<file path="src/rtl/spi_tx_seq_pkg.sv">
// Shared types and constants for the spi_tx_seq byte sequencer.
package spi_tx_seq_pkg;

  typedef enum logic [1:0] {
    ST_IDLE  = 2'd0,
    ST_SETUP = 2'd1,
    ST_XFER  = 2'd2,
    ST_GAP   = 2'd3
  } state_t;

  typedef struct packed {
    logic       dc;
    logic [7:0] dat;
  } entry_t;

  localparam int   ENTRY_W  = $bits(entry_t);
  localparam logic CS_N_RST = 1'b1;

endpackage

</file>
<file path="src/rtl/spi_tx_seq_if.sv">
// System-side push port plus the spi byte-transmitter and peripheral lines.
interface spi_tx_seq_if;
  logic       wr_en;
  logic [7:0] wr_dat;
  logic       wr_dc;
  logic       full;
  logic       empty;
  logic       ovf;
  logic       busy;
  logic       spi_en;
  logic [7:0] spi_dat;
  logic       spi_done;
  logic       cs_n;
  logic       dc;

  modport master (
    output wr_en, wr_dat, wr_dc, spi_done,
    input  full, empty, ovf, busy, spi_en, spi_dat, cs_n, dc
  );

  modport slave (
    input  wr_en, wr_dat, wr_dc, spi_done,
    output full, empty, ovf, busy, spi_en, spi_dat, cs_n, dc
  );
endinterface

</file>
<file path="src/rtl/spi_tx_seq_byte_fifo.sv">
// Synchronous FIFO with registered full/empty; head entry always visible on rd_dat.
module byte_fifo #(
  parameter int WIDTH = 9,
  parameter int DEPTH = 16
) (
  input  logic             clk,
  input  logic             rst,
  input  logic             push,
  input  logic             pop,
  input  logic [WIDTH-1:0] wr_dat,
  output logic [WIDTH-1:0] rd_dat,
  output logic             full,
  output logic             empty
);
  localparam int AW = $clog2(DEPTH);

  logic [WIDTH-1:0] mem [DEPTH];
  logic [AW:0]      wr_ptr, rd_ptr, wr_ptr_nxt, rd_ptr_nxt;
  logic             do_push, do_pop;

  // Full is judged on the registered flag, so a same-cycle pop never makes room.
  assign do_push = push && !full;
  assign do_pop  = pop && !empty;
  assign rd_dat  = mem[rd_ptr[AW-1:0]];

  always_comb begin
    wr_ptr_nxt = wr_ptr + {{AW{1'b0}}, do_push};
    rd_ptr_nxt = rd_ptr + {{AW{1'b0}}, do_pop};
  end

  always_ff @(posedge clk or posedge rst) begin
    if (rst) begin
      wr_ptr <= '0;
      rd_ptr <= '0;
      full   <= 1'b0;
      empty  <= 1'b1;
    end else begin
      wr_ptr <= wr_ptr_nxt;
      rd_ptr <= rd_ptr_nxt;
      full   <= (wr_ptr_nxt[AW] != rd_ptr_nxt[AW]) &&
                (wr_ptr_nxt[AW-1:0] == rd_ptr_nxt[AW-1:0]);
      empty  <= (wr_ptr_nxt == rd_ptr_nxt);
    end
  end

  always_ff @(posedge clk) begin
    if (do_push) begin
      mem[wr_ptr[AW-1:0]] <= wr_dat;
    end
  end
endmodule

</file>
<file path="src/rtl/spi_tx_seq.sv">
// Feeds buffered {dc, byte} pairs to the spi transmitter one at a time and
// owns chip-select and the data/command line for the peripheral.
module spi_tx_seq
  import spi_tx_seq_pkg::*;
#(
  parameter int DEPTH   = 16,
  parameter int GAP_CYC = 2
) (
  input logic         clk,
  input logic         rst,
  spi_tx_seq_if.slave bus
);
  localparam logic [7:0] GAP_LOAD = 8'(GAP_CYC - 1);

  state_t     state, state_nxt;
  entry_t     head, wr_entry;
  logic       fifo_full, fifo_empty, pop;
  logic [7:0] gap_cnt, gap_cnt_nxt;
  logic       cs_n_reg, cs_n_nxt, spi_en_reg, spi_en_nxt, dc_reg, dc_nxt;
  logic [7:0] spi_dat_reg, spi_dat_nxt;
  logic       busy_reg, ovf_reg;

  assign wr_entry = {bus.wr_dc, bus.wr_dat};

  byte_fifo #(.WIDTH(ENTRY_W), .DEPTH(DEPTH)) u_fifo (
    .clk    (clk),
    .rst    (rst),
    .push   (bus.wr_en),
    .pop    (pop),
    .wr_dat (wr_entry),
    .rd_dat (head),
    .full   (fifo_full),
    .empty  (fifo_empty)
  );

  always_ff @(posedge clk or posedge rst) begin
    if (rst) state <= ST_IDLE;
    else     state <= state_nxt;
  end

  always_comb begin
    state_nxt = state;
    case (state)
      ST_IDLE:  state_nxt = fifo_empty ? ST_IDLE : ST_SETUP;
      ST_SETUP: state_nxt = ST_XFER;
      ST_XFER:  state_nxt = bus.spi_done ? ST_GAP : ST_XFER;
      ST_GAP: begin
        if (gap_cnt == 8'd0) state_nxt = fifo_empty ? ST_IDLE : ST_SETUP;
        else                 state_nxt = ST_GAP;
      end
      default:  state_nxt = ST_IDLE;
    endcase
  end

  // spi_dat/dc only move on a pop, so they settle a cycle before spi_en rises.
  always_comb begin
    pop         = 1'b0;
    cs_n_nxt    = cs_n_reg;
    spi_en_nxt  = spi_en_reg;
    spi_dat_nxt = spi_dat_reg;
    dc_nxt      = dc_reg;
    gap_cnt_nxt = gap_cnt;
    case (state)
      ST_IDLE: begin
        if (!fifo_empty) begin
          pop         = 1'b1;
          spi_dat_nxt = head.dat;
          dc_nxt      = head.dc;
          cs_n_nxt    = 1'b0;
        end else begin
          cs_n_nxt    = 1'b1;
        end
      end
      ST_SETUP: spi_en_nxt = 1'b1;
      ST_XFER: begin
        if (bus.spi_done) begin
          spi_en_nxt  = 1'b0;
          gap_cnt_nxt = GAP_LOAD;
        end else begin
          spi_en_nxt  = 1'b1;
        end
      end
      ST_GAP: begin
        if (gap_cnt != 8'd0) begin
          gap_cnt_nxt = gap_cnt - 8'd1;
        end else if (!fifo_empty) begin
          pop         = 1'b1;
          spi_dat_nxt = head.dat;
          dc_nxt      = head.dc;
        end else begin
          cs_n_nxt    = 1'b1;
        end
      end
      default: begin
        spi_en_nxt = 1'b0;
        cs_n_nxt   = CS_N_RST;
      end
    endcase
  end

  always_ff @(posedge clk or posedge rst) begin
    if (rst) begin
      cs_n_reg    <= CS_N_RST;
      spi_en_reg  <= 1'b0;
      spi_dat_reg <= 8'h00;
      dc_reg      <= 1'b0;
      gap_cnt     <= 8'd0;
      busy_reg    <= 1'b0;
      ovf_reg     <= 1'b0;
    end else begin
      cs_n_reg    <= cs_n_nxt;
      spi_en_reg  <= spi_en_nxt;
      spi_dat_reg <= spi_dat_nxt;
      dc_reg      <= dc_nxt;
      gap_cnt     <= gap_cnt_nxt;
      busy_reg    <= (state_nxt != ST_IDLE);
      ovf_reg     <= bus.wr_en && fifo_full;
    end
  end

  assign bus.cs_n    = cs_n_reg;
  assign bus.spi_en  = spi_en_reg;
  assign bus.spi_dat = spi_dat_reg;
  assign bus.dc      = dc_reg;
  assign bus.busy    = busy_reg;
  assign bus.ovf     = ovf_reg;
  assign bus.full    = fifo_full;
  assign bus.empty   = fifo_empty;
endmodule
</file>
<file path="src/flat_wrapper.sv">
// flat-port wrapper written by rule: the top's interface ports become plain ports
module spi_tx_seq_flat import spi_tx_seq_pkg::*;
#(
  parameter int DEPTH   = 16,
  parameter int GAP_CYC = 2
)
  (clk, rst, bus_wr_en, bus_wr_dat, bus_wr_dc, bus_spi_done, bus_full, bus_empty, bus_ovf, bus_busy, bus_spi_en, bus_spi_dat, bus_cs_n, bus_dc);
  spi_tx_seq_if bus_i ();
  input logic clk;
  input logic rst;
  input wire logic [$bits(bus_i.wr_en)-1:0] bus_wr_en;
  input wire logic [$bits(bus_i.wr_dat)-1:0] bus_wr_dat;
  input wire logic [$bits(bus_i.wr_dc)-1:0] bus_wr_dc;
  input wire logic [$bits(bus_i.spi_done)-1:0] bus_spi_done;
  output wire logic [$bits(bus_i.full)-1:0] bus_full;
  output wire logic [$bits(bus_i.empty)-1:0] bus_empty;
  output wire logic [$bits(bus_i.ovf)-1:0] bus_ovf;
  output wire logic [$bits(bus_i.busy)-1:0] bus_busy;
  output wire logic [$bits(bus_i.spi_en)-1:0] bus_spi_en;
  output wire logic [$bits(bus_i.spi_dat)-1:0] bus_spi_dat;
  output wire logic [$bits(bus_i.cs_n)-1:0] bus_cs_n;
  output wire logic [$bits(bus_i.dc)-1:0] bus_dc;
  assign bus_i.wr_en = bus_wr_en;
  assign bus_i.wr_dat = bus_wr_dat;
  assign bus_i.wr_dc = bus_wr_dc;
  assign bus_i.spi_done = bus_spi_done;
  assign bus_full = bus_i.full;
  assign bus_empty = bus_i.empty;
  assign bus_ovf = bus_i.ovf;
  assign bus_busy = bus_i.busy;
  assign bus_spi_en = bus_i.spi_en;
  assign bus_spi_dat = bus_i.spi_dat;
  assign bus_cs_n = bus_i.cs_n;
  assign bus_dc = bus_i.dc;
  spi_tx_seq #(.DEPTH(DEPTH), .GAP_CYC(GAP_CYC)) u_core (.clk(clk), .rst(rst), .bus(bus_i));
endmodule
</file>
<file path="config.mk">
export PLATFORM = sky130hd
export DESIGN_NAME = spi_tx_seq_flat
export DESIGN_NICKNAME = d
export VERILOG_FILES = /design/src/rtl/spi_tx_seq_pkg.sv /design/src/rtl/spi_tx_seq_if.sv /design/src/rtl/spi_tx_seq_byte_fifo.sv /design/src/rtl/spi_tx_seq.sv /design/src/flat_wrapper.sv
export SDC_FILE = /design/constraint.sdc
export NUM_CORES = 1
export LEC_CHECK = 0
export BUFFER_PORTS_ARGS = -buffer_cell sky130_fd_sc_hd__buf_2
export CAP_MARGIN = 20
export CORE_ASPECT_RATIO = 0.75
export CORE_MARGIN = 3
export CORE_UTILIZATION = 40
export CTS_BUF_LIST = sky130_fd_sc_hd__clkbuf_4
export CTS_CLUSTER_DIAMETER = 120
export DETAILED_ROUTE_END_ITERATION = 8
export HOLD_SLACK_MARGIN = 0.06
export PLACE_DENSITY_LB_ADDON = 0.25
export SETUP_SLACK_MARGIN = 0.2
export SKIP_LAST_GASP = 1
export SYNTH_ARGS = -nofsm -noshare
export SYNTH_HDL_FRONTEND = slang
export SYNTH_SLANG_ARGS = --single-unit
</file>
<file path="constraint.sdc">
create_clock -name clk -period 2.75 [get_ports clk]
set_input_delay 0.1375 -clock clk [delete_from_list [all_inputs] [get_ports clk]]
set_output_delay 0.1375 -clock clk [all_outputs]
set_load 0.05 [all_outputs]
</file>
==> impl_metrics.json, run 1 <==
{
  "hp-start": "bus_spi_done",
  "numCtsBuffers": 17,
  "floorplan.initialDensity": 0.418,
  "antenna_found_initial": 0,
  "finalSetupViolCount": 0,
  "synth_seq_area_share": 0.722,
  "synth_edf_count": 144,
  "post_drt_via_cell_ratio": 5.40,
  "synth_seq_cells": 179,
  "grt_first_pass_wirelength_um": 23400,
  "die_h_um": 122,
  "post-route-util": 0.482,
  "critPathArrivalTime_ps": 2920,
  "holdPathEnd": "u_core.bus.spi_en",
  "status": "complete, no violations",
  "clock_sinks": 179,
  "synth.area.top_cells": "edfxtp_1 (60%), dfrtp_1 (11%), mux4_2 (11%)",
  "yosysTopAreaCell": "edfxtp_1",
  "grt_pass1_vias": 3912,
  "synth_ff_type": "edfxtp_1",
  "synthDistinctLibCells": 40,
  "drc": 0,
  "grt_usage": 0.161,
  "fin_tns_setup_ps": 0,
  "io_pins": 28,
  "hp-class": "input port to flip-flop",
  "p_leak_nw": 2.93,
  "ir_worst_vdd_v": 0.000392,
  "max_cap_violations": 0,
  "final_area_um2": 8310,
  "min_period_over_period": 0.890,
  "endpoint_kind": "flip-flop",
  "period_needed_ps": 2450,
  "use_met1": 0.235,
  "port_buffers": 27,
  "slew_headroom": 0.552,
  "syn_avg_cell_area_um2": 18.4,
  "met2_usage": 0.251,
  "drtAntennaViolNets": 0,
  "startpoint_type": "flip-flop",
  "wl_um": 14900,
  "rows": 41,
  "syn_inst": 392,
  "hold_viol": 0,
  "finalClockSkew_ps": 26.2,
  "vias": 3886,
  "slew_viol_final": 0,
  "grt_max_degree": 29,
  "dpl-instance-area_um2": 7790,
  "powerDensity_nw_per_um2": 1040,
  "fin_total_pwr_mw": 8.60,
  "rrSetupSlack_ps": 300,
  "top_usage_layer": "met2",
  "met3_usage": 0.0286,
  "drive_gt1_frac": 0.323,
  "cts_tree": "built",
  "rr_worst_depth": 10,
  "dieArea_um2": 19700,
  "min_path_cells": 3,
  "gp_congestion": 0.804,
  "r2r_end": "u_core.u_fifo.full",
  "syn_nets": 415,
  "worstPathRequired_ps": 3220,
  "max_freq_mhz": 409,
  "dp_hpwl_um": 9760,
  "nNetsFinal": 493,
  "rsz0062_at_grt": "false",
  "syn2layout_area_growth_pct": 15.4,
  "htreeDepth": 4,
  "ys_async_sr_fraction": 0.196,
  "clk_pin_slew_ps": 170,
  "critPathKind": "flip-flop to flip-flop",
  "largest_reg_flops": 144,
  "grt_overflow": 0,
  "crit_fanout": 5,
  "synth_area_um2": 7200,
  "synth.top_cell.area_share": 0.600,
  "core_um2": 17200,
  "tightest_slew_ps": 669,
  "cts-root-buf": "clkbuf_4",
  "ys_warn_count": 0,
  "clock_path_buffers": 2,
  "drt-initial-drc-count": 318,
  "wl_per_cell_um": 20.7,
  "die_x_um": 161,
  "dr.pass1.iters": 5,
  "insertion_delay_ps": 560,
  "rr_startpoint": "u_core.state[0]",
  "fillers": 1510
}
-- through the flow --
step,hold WS (ps),std cells,worst slack (ps)
after CTS,310,717,206
after detailed placement,109,668,72.8
final,354,720,303
after floorplan,236,392,201
after global placement,98.7,668,227
after global routing,363,719,177
-- layout by cell type, fill, tap and decap left out, drive strengths merged, types with 2 or more instances in the layout --
master         n
a22o           2
nor2          26
nand3          7
clkinvlp       4
a31oi          7
ha            10
buf           62
nor4           2
a22oi          2
nor3           7
nand2b         4
o21ai         15
clkbuf        17
dfrtp         33
clkinv         3
dfstp          2
xor2           8
mux2i         19
xnor2          3
a41o           4
nor3b          2
nand2          8
inv           17
a31o           2
a21oi          2
o221ai         9
or3            6
edfxtp       144
dlygate4sd3   13
mux4          36
-- area by class of cell --
class / count / area (um2) / share of cell area
clock inverter: 15 / 145 / 0.0175
inverter: 10 / 37.5 / 0.00452
timing repair buffer: 75 / 541 / 0.0651
multi-input combinational: 187 / 1960 / 0.235
antenna: 1 / 2.50 / 0.000301
tap: 236 / 295 / 0.0355
sequential: 179 / 5200 / 0.626
clock buffer: 17 / 128 / 0.0154
-- worst max path at each step --
stage	startpoint	to	depth (start not counted)
CTS	u_core.state[1]	u_core.u_fifo.full	10
global route	u_core.gap_cnt[0]	u_core.u_fifo.empty	11
finish	u_core.state[0]	u_core.u_fifo.full	10
floorplan	u_core.state[1]	u_core.u_fifo.empty	11
global placement	u_core.state[0]	u_core.u_fifo.empty	10
detailed placement	u_core.state[1]	u_core.u_fifo.empty	10
-- kinds of logic after synthesis --
kind of cell / Yosys count / share of synthesized area
simple gates: 66 / 0.0471
flops: 179 / 0.722
buf+inv: 26 / 0.0158
mux: 55 / 0.139
xor+xnor: 11 / 0.0134
compound gates: 45 / 0.0450
fa+ha+maj: 10 / 0.0174
-- routing by layer --
metal	up-vias	part of all wire
li1	1726	-
met1	2061	0.48
met2	87	0.47
met3	12	0.042
met4	0	0.0097
met5	-	0
-- repair_timing --
item,CTS,global route
cloned,0,0
hold buffers,13,0
gates resized for setup,6,10
endpoints found under the setup margin,2,2
setup buffers,4,2
pin swaps,0,4
hold endpoints to repair,181,0
-- worst max-delay path, cell delays in order (launching register included) --
cell	delay, ps
dfrtp_1	430
inv_2	110
ha_4	220
or2_2	290
nor2_2	100
ha_2	220
ha_4	180
xor2_4	80
xor2_1	170
or3_4	410
nor3_2	170
-- Yosys cell counts (2+ instances only) --
library cell  number
nand2b_1           4
or3_2              2
o21ai_0           15
xor2_1             8
a21oi_1            2
ha_1              10
inv_1             10
a22o_1             2
a31oi_1            7
nand2_1            8
o221ai_1           8
edfxtp_1         144
or3_1              4
a31o_2             2
mux4_2            36
nor2_1            26
clkbuf_2           2
nor3_1             7
dfstp_2            2
a41o_1             3
nand3_1            7
mux2i_1           19
a22oi_1            2
buf_2              5
xnor2_1            3
clkbuf_1           8
dfrtp_1           33
-- power by group --
part	total [mW]	internal (mW)	switching, mW
Combinational	3.45	1.48	1.97
Clock	1.43	0.473	0.956
Sequential	3.72	3.39	0.326
Total	8.60	5.35	3.25
Note: power is estimated with default switching activity, not from simulation.
==> run 2, diff against run 1 <==
Settings changed: CTS_BUF_LIST sky130_fd_sc_hd__clkbuf_4 to sky130_fd_sc_hd__clkbuf_4 sky130_fd_sc_hd__clkbuf_8.
==> run 2 against run 1 <==
Hold slack worse by 280 ps. Maximum frequency down 0.50%. First-iteration DRC count down 2.2%. Register-to-register slack about the same. Cell count down 1.1%. Via count down 1.5%. Core utilization about the same. Critical endpoint unchanged. Largest power group unchanged.
==> impl_metrics.json, run 2 (synthesis results as in run 1) <==
{
  "numCtsBuffers": 17,
  "layout.cells.non_filler": 712,
  "p_leak_nw": 2.94,
  "powerDensity_nw_per_um2": 1070,
  "grt_usage": 0.161,
  "clock_path_buffers": 2,
  "rsz0062_at_grt": "true",
  "finalSetupViolCount": 0,
  "drc": 0,
  "critPathKind": "flip-flop to flip-flop",
  "hp-class": "input port to flip-flop",
  "drive_gt1_frac": 0.324,
  "comb_power_share": 0.386,
  "dieArea_um2": 19700,
  "io_pins": 28,
  "hold_viol": 0,
  "floorplan.initialDensity": 0.418,
  "slew_viol_final": 0,
  "antenna_found_initial": 0,
  "fin_tns_setup_ps": 0,
  "cts_tree": "built",
  "ir_worst_vdd_v": 0.000395,
  "drtAntennaViolNets": 0,
  "slowest_stage": "or3_4",
  "post_drt_via_cell_ratio": 5.38,
  "syn2layout_area_growth_pct": 15.5,
  "crit_fanout": 5,
  "timing.hold.ws_ps": 77.5,
  "largest_reg_flops": 144,
  "clk_pin_slew_ps": 100,
  "grt_pass1_vias": 3848,
  "min_period_over_period": 0.894,
  "final_common_cell": "edfxtp_1",
  "endpoint_kind": "flip-flop",
  "clock_sinks": 179,
  "grt_overflow": 0,
  "wl_um": 14900,
  "p_clk_frac": 0.196,
  "vias": 3828,
  "gp_congestion": 0.804,
  "crit_chain": "inv_2, ha_1, nor3b_4, a31oi_1, nor2_2, ha_2, ha_4, xor2_2, xor2_1, or3_4, nor3_1",
  "worstPathRequired_ps": 3110,
  "drt-initial-drc-count": 311,
  "cts-root-buf": "clkbuf_8",
  "grt_first_pass_wirelength_um": 23400,
  "dp_hpwl_um": 9760,
  "period_needed_ps": 2460,
  "wl_per_cell_um": 20.9,
  "internal_power_mw": 5.61,
  "min_path_cells": 1,
  "finalClockSkew_ps": 14.8,
  "grt_max_degree": 29,
  "power.switching_mw": 3.28,
  "die_h_um": 122,
  "rows": 41,
  "slowest_delay_ps": 400,
  "max_cap_violations": 0,
  "startpoint_type": "flip-flop",
  "port_buffers": 27,
  "switching_share": 0.369,
  "core_um2": 17200,
  "nNetsFinal": 485,
  "dr.pass1.iters": 5,
  "slew_headroom": 0.532,
  "rr_worst_depth": 11,
  "max_freq_mhz": 407,
  "power_frac_seq": 0.418,
  "htreeDepth": 4,
  "critPathArrivalTime_ps": 2820,
  "layout_common_cells": "edfxtp_1 (144), mux4_2 (36), buf_4 (35)",
  "insertion_delay_ps": 450,
  "tightest_slew_ps": 699,
  "die_x_um": 161,
  "dp_cells": 668,
  "status": "complete, no violations"
}
==> run 2: changes by cell type in the layout (fill, tap and decap cells not counted), sizes merged <==
cell,before,now
buf,62,63
dlygate4sd3,13,4
==> run 2: worst paths after layout <==
kind / start / to / slack, ps
max: u_core.gap_cnt[0] / u_core.u_fifo.full / 290
min: bus_wr_dat[0] / u_core.u_fifo.mem[0][0] / 80
min in group asynchronous: rst / u_core.bus.spi_en / 180
max reg2reg: u_core.gap_cnt[0] / u_core.u_fifo.full / 290
min reg2reg: u_core.bus.cs_n / u_core.bus.cs_n / 510
max in group asynchronous: rst / u_core.u_fifo.empty / 1850
==> run 2: area by class of cell <==
cell class                      instances  area [um2]
Fill cell                            1508        8920
Sequential cell                       179        5200
Multi-Input combinational cell        187        1940
Timing Repair Buffer                   67         458
Tap cell                              236         295
Clock buffer                           17         234
Clock inverter                         15         145
Inverter                               10        37.5
Antenna cell                            1        2.50
==> run 2: power by group through the flow <==
stage                     Sequential, mW  Clock, mW  Combinational (mW)
after floorplan                     3.94          0                2.14
after global placement              3.75          0                3.22
after detailed placement            3.77          0                3.26
after CTS                           3.71       1.79                3.35
after global routing                3.77       1.90                3.71
final                               3.72       1.74                3.43
==> run 2: timing repair <==
item,CTS,global route
cloned,0,0
endpoints found under the setup margin,2,2
hold endpoints to repair,19,0
hold buffers,4,0
pin swaps,0,1
resized for setup,5,7
buffers inserted,3,4
==> run 2: critical path: cells and delay by family, from the launching register on <==
| family | cells | cell delay, ps |
|---|---|---|
| flops | 1 | 380 |
| buf+inv | 1 | 70 |
| xor+xnor | 2 | 350 |
| fa+ha+maj | 3 | 570 |
| simple gates | 4 | 800 |
| compound gates | 1 | 210 |
==> run 2: per-layer routing <==
metal	global-route usage	vias up	wire length [um]
li1	-	1704	-
met1	0.238	2035	7300
met2	0.249	78	6940
met3	0.0279	11	545
met4	0.0435	0	112
met5	0	-	0
==> run 2: through the flow <==
| stage | util | worst slack [ps] | power [mW] | area (um2) |
|---|---|---|---|---|
| finish | 0.482 | 291 | 8.89 | 8320 |
| global route | 0.482 | 171 | 9.38 | 8310 |
| CTS | 0.479 | 202 | 8.85 | 8260 |
| detailed placement | 0.452 | 72.8 | 7.03 | 7790 |
| global placement | 0.452 | 227 | 6.96 | 7790 |
| floorplan | - | 201 | 6.08 | 7210 |
==> run 3, diff against run 2 <==
==> constraint.sdc (replaced) <==
create_clock -name clk -period 2.75 [get_ports clk]
set_input_delay 0.55 -clock clk [delete_from_list [all_inputs] [get_ports clk]]
set_output_delay 0.55 -clock clk [all_outputs]
set_load 0.05 [all_outputs]
==> run 3 against run 2 <==
Clock skew decreased by 2.9 ps. Die area unchanged. Via count down 2.4%. Highest routed layer unchanged. Critical path depth stayed put. Sequential power about the same. Cell area barely moved. Sequential share of layout area about the same. Clock power is 3% higher. Hold slack better by 110 ps. Largest power group unchanged.
==> impl_metrics.json, run 3 (synthesis results as in run 1) <==
{
  "status": "complete, no violations",
  "grt_pass1_vias": 3938,
  "fin_tns_setup_ps": 0,
  "syn2layout_area_growth_pct": 15.5,
  "rows": 41,
  "htreeDepth": 4,
  "clock_path_buffers": 2,
  "cts_hold_buf": 0,
  "grt_usage": 0.164,
  "critPathKind": "flip-flop to flip-flop",
  "grt_first_pass_wirelength_um": 23600,
  "drive_gt1_frac": 0.339,
  "crit_chain": "inv_2, ha_1, nor3b_4, a31oi_2, nor2_2, ha_2, ha_4, xor2_2, xor2_1, or3_4, nor3_2",
  "largest_reg_flops": 144,
  "slowest_delay_ps": 410,
  "layout_common_cells": "edfxtp_1 (144), mux4_2 (36), buf_4 (36)",
  "crit_fanout": 5,
  "final_common_cell": "edfxtp_1",
  "die_x_um": 161,
  "finalSetupViolCount": 0,
  "clk_pin_slew_ps": 90,
  "gp_congestion": 0.774,
  "drt-initial-drc-count": 255,
  "hold_viol": 0,
  "rr_worst_depth": 11,
  "startpoint_type": "flip-flop",
  "io_pins": 28,
  "dieArea_um2": 19700,
  "p_leak_nw": 2.95,
  "fillers": 1465,
  "cts_tree": "built",
  "slew_headroom": 0.574,
  "vias": 3735,
  "period_needed_ps": 2470,
  "insertion_delay_ps": 450,
  "cts-root-buf": "clkbuf_8",
  "numCtsBuffers": 17,
  "setup_slack_ps": 281,
  "port_buffers": 27,
  "min_period_over_period": 0.898,
  "slowest_stage": "or3_4",
  "critPathArrivalTime_ps": 2840,
  "tightest_slew_ps": 636,
  "worstPathRequired_ps": 3120,
  "clock_sinks": 179,
  "endpoint_kind": "flip-flop",
  "max_freq_mhz": 405,
  "post_drt_via_cell_ratio": 5.28,
  "slew_viol_final": 0,
  "nNetsFinal": 482,
  "wl_per_cell_um": 21.2,
  "dr.pass1.iters": 4,
  "fin_total_pwr_mw": 8.98,
  "hp-class": "input port to async pin",
  "antenna_found_initial": 0,
  "die_h_um": 122,
  "drtAntennaViolNets": 0,
  "drc": 0,
  "post-place-ws_ps": 89.7,
  "floorplan.initialDensity": 0.418,
  "powerDensity_nw_per_um2": 1080,
  "rsz0062_at_grt": "false",
  "dp_hpwl_um": 9760,
  "grt_overflow": 0,
  "core_um2": 17200,
  "finalClockSkew_ps": 11.9,
  "grt_max_degree": 36,
  "max_cap_violations": 0,
  "ir_worst_vdd_v": 0.000515,
  "antenna_cells": 0,
  "wl_um": 15000
}
==> run 3: layout make-up <==
cell class	count	area, um2	share of cell area
Clock buffer	20	269	0.0323
Clock inverter	12	130	0.0156
Inverter	10	37.5	0.00451
Multi-Input combinational cell	187	1950	0.235
Sequential cell	179	5210	0.626
Tap cell	236	295	0.0355
Timing Repair Buffer	64	425	0.0512
==> run 3: per-layer routing <==
layer | track usage | wire length (um)
met4 | 0.0360 | 62
met1 | 0.238 | 6950
met2 | 0.251 | 6980
met3 | 0.0428 | 1000
met5 | 0 | 0
==> run 3: path summary, 6_finish.rpt <==
| path | start | endpoint | slack [ps] |
|---|---|---|---|
| setup / recovery | u_core.gap_cnt[0] | u_core.u_fifo.full | 280 |
| min in group clk | bus_wr_en | u_core.bus.ovf | 320 |
| hold reg to reg | u_core.bus.cs_n | u_core.bus.cs_n | 510 |
| setup reg to reg | u_core.gap_cnt[0] | u_core.u_fifo.full | 280 |
| hold / removal | rst | u_core.u_fifo.rd_ptr[4] | 180 |
| max in group asynchronous | rst | u_core.gap_cnt[3] | 2180 |
==> run 3: metrics by stage <==
stage	cell area (um2)	utilization	hold WS, ps	instances
global placement	7790	0.452	488	668
detailed placement	7790	0.452	494	668
finish	8320	0.483	185	708
floorplan	7210	-	478	392
CTS	8260	0.479	181	708
global route	8320	0.483	205	708
==> run 3: power breakdown <==
group	switching [mW]	internal [mW]	leakage, nW
clock	0.920	0.866	0.202
combinational	1.98	1.49	1.02
sequential	0.326	3.40	1.72
total	3.22	5.76	2.95
==> run 3: timing repair <==
action                                  in CTS  in global routing
buffers inserted                             8                  0
pin swaps                                    0                  4
endpoints found under the setup margin       2                  2
gates resized for setup                      3                 14
endpoints found under the hold margin        0                  0
==> run 3: worst max-delay path: cells and delay by family (launching register included) <==
kind            cells  cell delay [ps]
simple gates        4              960
fa+ha+maj           3              530
flops               1              400
xor+xnor            2              260
compound gates      1              130
buf+inv             1              100
